--- config.mk ---
export PLATFORM = sky130hd
export DESIGN_NAME = parking_gate_controller
export DESIGN_NICKNAME = d
export VERILOG_FILES = /design/src/rtl/parking_gate_controller.sv
export SDC_FILE = /design/constraint.sdc
export NUM_CORES = 1
export LEC_CHECK = 0
export CAP_MARGIN = 20
export CORE_AREA = 2 2 67 69
export DETAILED_ROUTE_END_ITERATION = 7
export DIE_AREA = 0 0 69 71
export HOLD_SLACK_MARGIN = 0.08
export SYNTH_ARGS = -nofsm -noshare
export SYNTH_HDL_FRONTEND = slang
export SYNTH_SLANG_ARGS = --single-unit
--- constraint.sdc ---
create_clock -name clk -period 5.1 [get_ports clk]
set_clock_uncertainty 0.05 [all_clocks]
set_input_delay 1.02 -clock clk [delete_from_list [all_inputs] [get_ports clk]]
set_output_delay 1.02 -clock clk [all_outputs]
set_load 0.05 [all_outputs]
--- src/rtl/parking_gate_controller.sv ---
// Parking gate controller: turns debounced entry/exit button levels into one-shot
// events, tracks free spaces and holds the gate open for a fixed time per car.
module parking_gate_controller #(
    parameter  int CAPACITY    = 8,
    parameter  int OPEN_CYCLES = 1000000,
    localparam int CNT_W       = $clog2(CAPACITY + 1)
) (
    input  logic             clk,
    input  logic             rst,
    input  logic             entry_btn,
    input  logic             exit_btn,
    output logic             gate_open,
    output logic             gate_dir,
    output logic [CNT_W-1:0] free_count,
    output logic             lot_full,
    output logic             entry_denied
);

    localparam int               TMR_W    = (OPEN_CYCLES > 1) ? $clog2(OPEN_CYCLES) : 1;
    localparam logic [CNT_W-1:0] CAP_VAL  = CNT_W'(CAPACITY);
    localparam logic [TMR_W-1:0] TMR_LOAD = TMR_W'(OPEN_CYCLES - 1);

    typedef enum logic {
        IDLE = 1'b0,
        OPEN = 1'b1
    } state_t;

    state_t           state, state_nxt;
    logic [TMR_W-1:0] timer, timer_nxt;
    logic [CNT_W-1:0] free_nxt;
    logic             gate_dir_nxt;
    logic             entry_denied_nxt;
    logic             entry_q, exit_q;
    logic             entry_evt, exit_evt;

    // Edge registers reset to 1 so a button already held at reset release is ignored.
    assign entry_evt = entry_btn & ~entry_q;
    assign exit_evt  = exit_btn  & ~exit_q;
    assign lot_full  = (free_count == '0);

    always_comb begin
        state_nxt        = state;
        timer_nxt        = timer;
        free_nxt         = free_count;
        gate_dir_nxt     = gate_dir;
        entry_denied_nxt = 1'b0;

        unique case (state)
            IDLE: begin
                if (exit_evt && (free_count < CAP_VAL)) begin
                    // Exit wins a same-cycle tie; the simultaneous entry is refused.
                    state_nxt        = OPEN;
                    timer_nxt        = TMR_LOAD;
                    gate_dir_nxt     = 1'b1;
                    free_nxt         = free_count + CNT_W'(1);
                    entry_denied_nxt = entry_evt;
                end else if (entry_evt) begin
                    if (free_count != '0) begin
                        state_nxt    = OPEN;
                        timer_nxt    = TMR_LOAD;
                        gate_dir_nxt = 1'b0;
                        free_nxt     = free_count - CNT_W'(1);
                    end else begin
                        entry_denied_nxt = 1'b1;
                    end
                end
            end
            OPEN: begin
                entry_denied_nxt = entry_evt & lot_full;
                if (timer == '0) begin
                    state_nxt = IDLE;
                end else begin
                    timer_nxt = timer - TMR_W'(1);
                end
            end
        endcase
    end

    // NOTE: state registers use non-blocking assignments so every flop samples pre-edge values.
    always_ff @(posedge clk or posedge rst) begin
        if (rst) begin
            state        <= IDLE;
            timer        <= '0;
            gate_open    <= 1'b0;
            gate_dir     <= 1'b0;
            free_count   <= CAP_VAL;
            entry_denied <= 1'b0;
            entry_q      <= 1'b1;
            exit_q       <= 1'b1;
        end else begin
            state        <= state_nxt;
            timer        <= timer_nxt;
            gate_open    <= (state_nxt == OPEN);
            gate_dir     <= gate_dir_nxt;
            free_count   <= free_nxt;
            entry_denied <= entry_denied_nxt;
            entry_q      <= entry_btn;
            exit_q       <= exit_btn;
        end
    end

endmodule

== After elaboration in Yosys (flattened, before gate mapping) ==
Index checks and enable logic that the tools add are counted.
W data, S select, Z words.
Operators by class
  order comparisons: 1
  equal/unequal tests: 3
  bitwise logic cells: 6
  add/sub/neg operators: 3
  mux-type cells: 20
  reductions and logical operators: 8
Operators by type and width (count)
  $mux W20: 4
  $pmux W20 S2: 1
  $logic_not A20 Y1: 1
  $sub A20 B1 Y20 const B: 1
  $mux W4: 3
  $mux W1: 10
  $ne A3 B3 Y1 const B: 2
  $reduce_and A3 Y1: 2
  $add A4 B1 Y4 const B: 1
  $logic_not A4 Y1: 1
  $lt A4 B4 Y1 const B: 1
  $pmux W1 S2: 2
  $reduce_bool A2 Y1: 2
  $reduce_bool A4 Y1: 1
  $sub A4 B1 Y4 const B: 1
  $and A1 B1 Y1: 3
  $not A1 Y1: 3
  $ne A2 B2 Y1 const B: 1
  $logic_and A1 B1 Y1: 1
Word-level totals
  input bits: 4
  output and inout port bits: 8
  logic and storage cells: 48
  flip-flop bits (word level): 29

== Logic depth before layout (Yosys ltp) ==
  depth in word-level cells: 5
  depth in mapped cells: 8
  gate-level depth less buffers: 7

== Worst setup path before layout ==
Ideal clock, no wire load.
  path kind: input-to-reg
  start: input port exit_btn
  end: register free_count[3]
  cell stages on the path: 7
  path slack: 2419 ps
  required time: 4966 ps
  buffers on the path: 0
  data arrival time: 2547 ps
  library setup time: 84 ps
  cell sequence: nor3b_1 > inv_1 > ha_1 > a21o_1 > a21oi_1 > mux2i_1 > o2bb2ai_1
Between the ends
  word-level cells in the longest chain between the ends: 4
  elaborated cells on any way between the ends: 6
  those cells by class: mux: 1; bitwise: 1; reduce/logical: 4
Ends and longest elaborated chain
  start, declared: line 11  | input logic exit_btn,
  $and A1 B1 Y1 *: line 38  | assign exit_evt = exit_btn & ~exit_q;
  $logic_and A1 B1 Y1 *: line 50  | if (exit_evt && (free_count < CAP_VAL)) begin
  $reduce_bool A2 Y1 (no line)
  $reduce_and A3 Y1 (no line)
  end signal, assigned: line 95  | free_count <= free_nxt;
  end, declared: line 14  | output logic [CNT_W-1:0] free_count,
Mark *: on every way between the ends. The rest lies on a longest branch, timed or not.
A chain may end at the register's enable or synchronous reset.

== Final worst setup path ==
  start: register free_count[1]
  end: output port lot_full
Between the ends
  word-level cells in the longest chain between the ends: 1
Ends and longest elaborated chain
  $logic_not A4 Y1: line 39  | assign lot_full = (free_count == '0);
  end, declared: line 15  | output logic lot_full,
No other way between the ends.

==> qor.csv <==
stage,metric,value,unit
outcome,status,finished clean,
clock_network,cts_sinks,29,
clock_network,path_clk_slew,70,ps
critical_path,cp.arrival,2250,ps
place,portBuffers,11,
drt,dr_total_vias,1443,
sta,tns,0,ps
logic_synthesis,syn_inst,179,
logic_synthesis,ys_async_sr_fraction,1.000,
run,maxCapViolCount,0,
logic_synthesis,yosys_warnings,0,
logic_synthesis,synth_edf_count,0,
sta,final_hold_viol_count,0,
clock_network,cts_tree,yes,
drt,dr.pass1.iters,4,
sta,holdWs,468.6,ps
global_routing,grt_overflow,0,
sta,relSlewSlack,0.3944,
global_routing,grt_pass1_wl,6948,um
drt,drc,0,
global_routing,met2_usage,0.2735,
sta,setup_viol,0,
global_routing,grt-busiest-layer,met2,
critical_path,cp_max_fo,5,
clock_network,ctsHoldBuffers,0,
global_routing,use_met3,0.03276,
clock_network,postCtsSetupRepairBufs,0,
global_routing,antenna_found_initial,0,
place,hpwl,2682,um
logic_synthesis,synthXorXnorAreaFrac,0.009689,
logic_synthesis,syn-num-nets,188,
finish,areaGrowthSynthToFinish,12.39,%
floorplan,dieArea,4899,um2
critical_path,critPathKind,flop to output pin,
sta,tightest_slew,905.8,ps
logic_synthesis,synth_compound_area_frac,0.2443,
clock_network,cts_buffers,5,
logic_synthesis,synth_fa_ha_area_frac,0.03875,
floorplan,die_w,69,um
critical_path,cp.required,4030,ps
sta,fmax,300.8,MHz
finish,drive_gt1_frac,0.1421,
floorplan,num_rows,24,
logic_synthesis,yosysTopAreaCell,dfrtp_1,
min_path,hold_end,gate_dir$_DFFE_PP0P_,
sta,timing.final.ws_setup,1775,ps
finish,antenna_cells,0,
logic_synthesis,syn-mean-instance-area,10.10,um2
critical_path,timing.rr.start,state$_DFF_PP0_,
floorplan,pin_count,12,
clock_network,cts_root_buffer,clkbuf_8,
logic_synthesis,syn_area,1808,um2
sta,slew_violations,0,
logic_synthesis,synth_cell_types,53,
place,gp_routability_congestion,0.7921,
clock_network,cts.repair.resized,0,
logic_synthesis,ys_ff_latch,29,
finish,num-nets-final,198,
drt,wl_per_cell,16.33,um
sta,period_needed,3325,ps
critical_path,rrSetupSlack,2700,ps
clock_network,clkLatencyLatePin,280,ps
logic_synthesis,synthTopCellsByArea,"dfrtp_1 (36%), mux2i_1 (7.8%), dfstp_2 (4.4%), a21oi_1 (3.3%), a2111oi_2 (3.3%)",
critical_path,reg2reg_to,free_count[0]$_DFFE_PP0P_,
floorplan,die_h,71,um
place,dpl_worst_slack,1630,ps
power,ir_worst_vdd,0.1352,mV
global_routing,track_usage,0.1714,
logic_synthesis,synth_top_area_share,0.3599,
drt,drt-total-wl,3951,um
drt,via_per_inst,5.963,
power,p_leak,0.7982,nW
floorplan,core_area,4204,um2
min_path,hp-class,flop to flop,
critical_path,rr_worst_depth,4,
logic_synthesis,muxShareOfSynthArea,0.08581,
logic_synthesis,synth_top_family_by_area,compound AO/OA/AOI/OAI gates,
critical_path,endpoint_kind,output pin,
min_path,hp-start,gate_dir$_DFFE_PP0P_,
clock_network,clock_path_buffers,2,
floorplan,initial_core_util,0.4301,
min_path,hold_depth,2,
global_routing,grt_max_degree,28,
global_routing,met1_usage,0.2364,
critical_path,start_kind,flop,
sta,finalCritPeriodShare,0.6519,
clock_network,htree_levels,2,
logic_synthesis,ys.flop_type,dfrtp_1,
drt,drt_iter0_drc,110,
power,power.density,223.5,nW/um2
drt,final_antenna_net_count,0,
logic_synthesis,synthSimpleGateAreaFrac,0.1744,
logic_synthesis,ys_seq_area_frac,0.4035,
sta,rsz0062_at_grt,no,
global_routing,grt_pass1_vias,1433,
-- worst max-delay path: stages, from the launching register on --
cell	delay (ps)
dfrtp_1	450
or4_4	610
inv_2	120
clkdlybuf4s50_1	810
-- final cells by class --
class | instances | area, um2
inverters | 9 | 33.78
clock inverters | 3 | 17.52
multi-input cells | 132 | 999.7
repair buffers | 12 | 117.6
well taps | 52 | 65.06
clock buffers | 5 | 68.82
fillers | 385 | 2172
flip-flops and latches | 29 | 729.5
-- where the power goes --
group	total [mW]	switching (mW)	internal, mW
sequential	0.237	0.00319	0.234
clock	0.186	0.0916	0.0940
combinational	0.0317	0.0202	0.0115
-- sequential cells by signal, summed over array words and instances, names as in the netlist --
name	cells
entry_denied	1
entry_q	1
exit_q	1
free_count	4
gate_dir	1
state	1
timer	20
-- how the worst max path moves through the flow --
stage | start | end | cells after the start | slack, ps
global placement | exit_btn | free_count[3]$_DFFE_PP1P_ | 8 | 1810
finish | free_count[1]$_DFFE_PP0P_ | lot_full | 3 | 1780
CTS | free_count[1]$_DFFE_PP0P_ | lot_full | 3 | 1770
detailed placement | exit_btn | free_count[3]$_DFFE_PP1P_ | 8 | 1630
floorplan | exit_btn | free_count[3]$_DFFE_PP1P_ | 7 | 2420
global route | free_count[1]$_DFFE_PP0P_ | lot_full | 3 | 1720
-- cells in the final DEF, fill, tap and decap left out, types with 4 or more instances in the layout --
cell and count:
a21oi_1 12, clkbuf_8 5, a21boi_1 4, a211oi_1 4, o21ai_0 11, a21o_1 6, nand2_1 9, inv_1 7
nand3_1 5, nor4_1 4, dfrtp_1 26, ha_1 4, mux2i_1 14, a2111oi_2 4, clkdlybuf4s50_1 11, nor3_1 4
-- logic make-up (layout without fill, tap and decap cells) --
kind of cell,Yosys count,in the layout
AOI/OAI and AO/OA,60,60
and+or+nand+nor,50,50
DFF,29,29
buffers and inverters,18,29
muxes,15,15
adders and majority gates,5,5
xor gates and xnor gates,2,2
-- per-stage QoR --
stage | cell area, um2 | total power, mW | util | std cells
after floorplan | 1808 | 0.2620 | - | 179
after global placement | 1946 | 0.2724 | 0.4628 | 234
after detailed placement | 1946 | 0.2731 | 0.4628 | 234
after CTS | 2032 | 0.4592 | 0.4833 | 242
after global routing | 2032 | 0.4736 | 0.4833 | 242
final | 2032 | 0.4542 | 0.4833 | 242
-- synthesized netlist by cell type (4+ instances only) --
| cell type | count |
|---|---|
| a2111oi_2 | 4 |
| a211oi_1 | 4 |
| a21boi_1 | 4 |
| a21o_1 | 6 |
| a21oi_1 | 12 |
| dfrtp_1 | 26 |
| ha_1 | 4 |
| inv_1 | 7 |
| mux2i_1 | 14 |
| nand2_1 | 9 |
| nand3_1 | 5 |
| nor3_1 | 4 |
| nor4_1 | 4 |
| o21ai_0 | 11 |
-- per-layer routing --
layer / up-vias / share of wire / wire [um]
met5: - / 0 / 0
met4: 0 / 0.0076 / 30
met3: 5 / 0.031 / 122
met2: 32 / 0.48 / 1880
met1: 707 / 0.49 / 1917
li1: 699 / - / -
No activity file was read; power rests on OpenSTA's default activity.
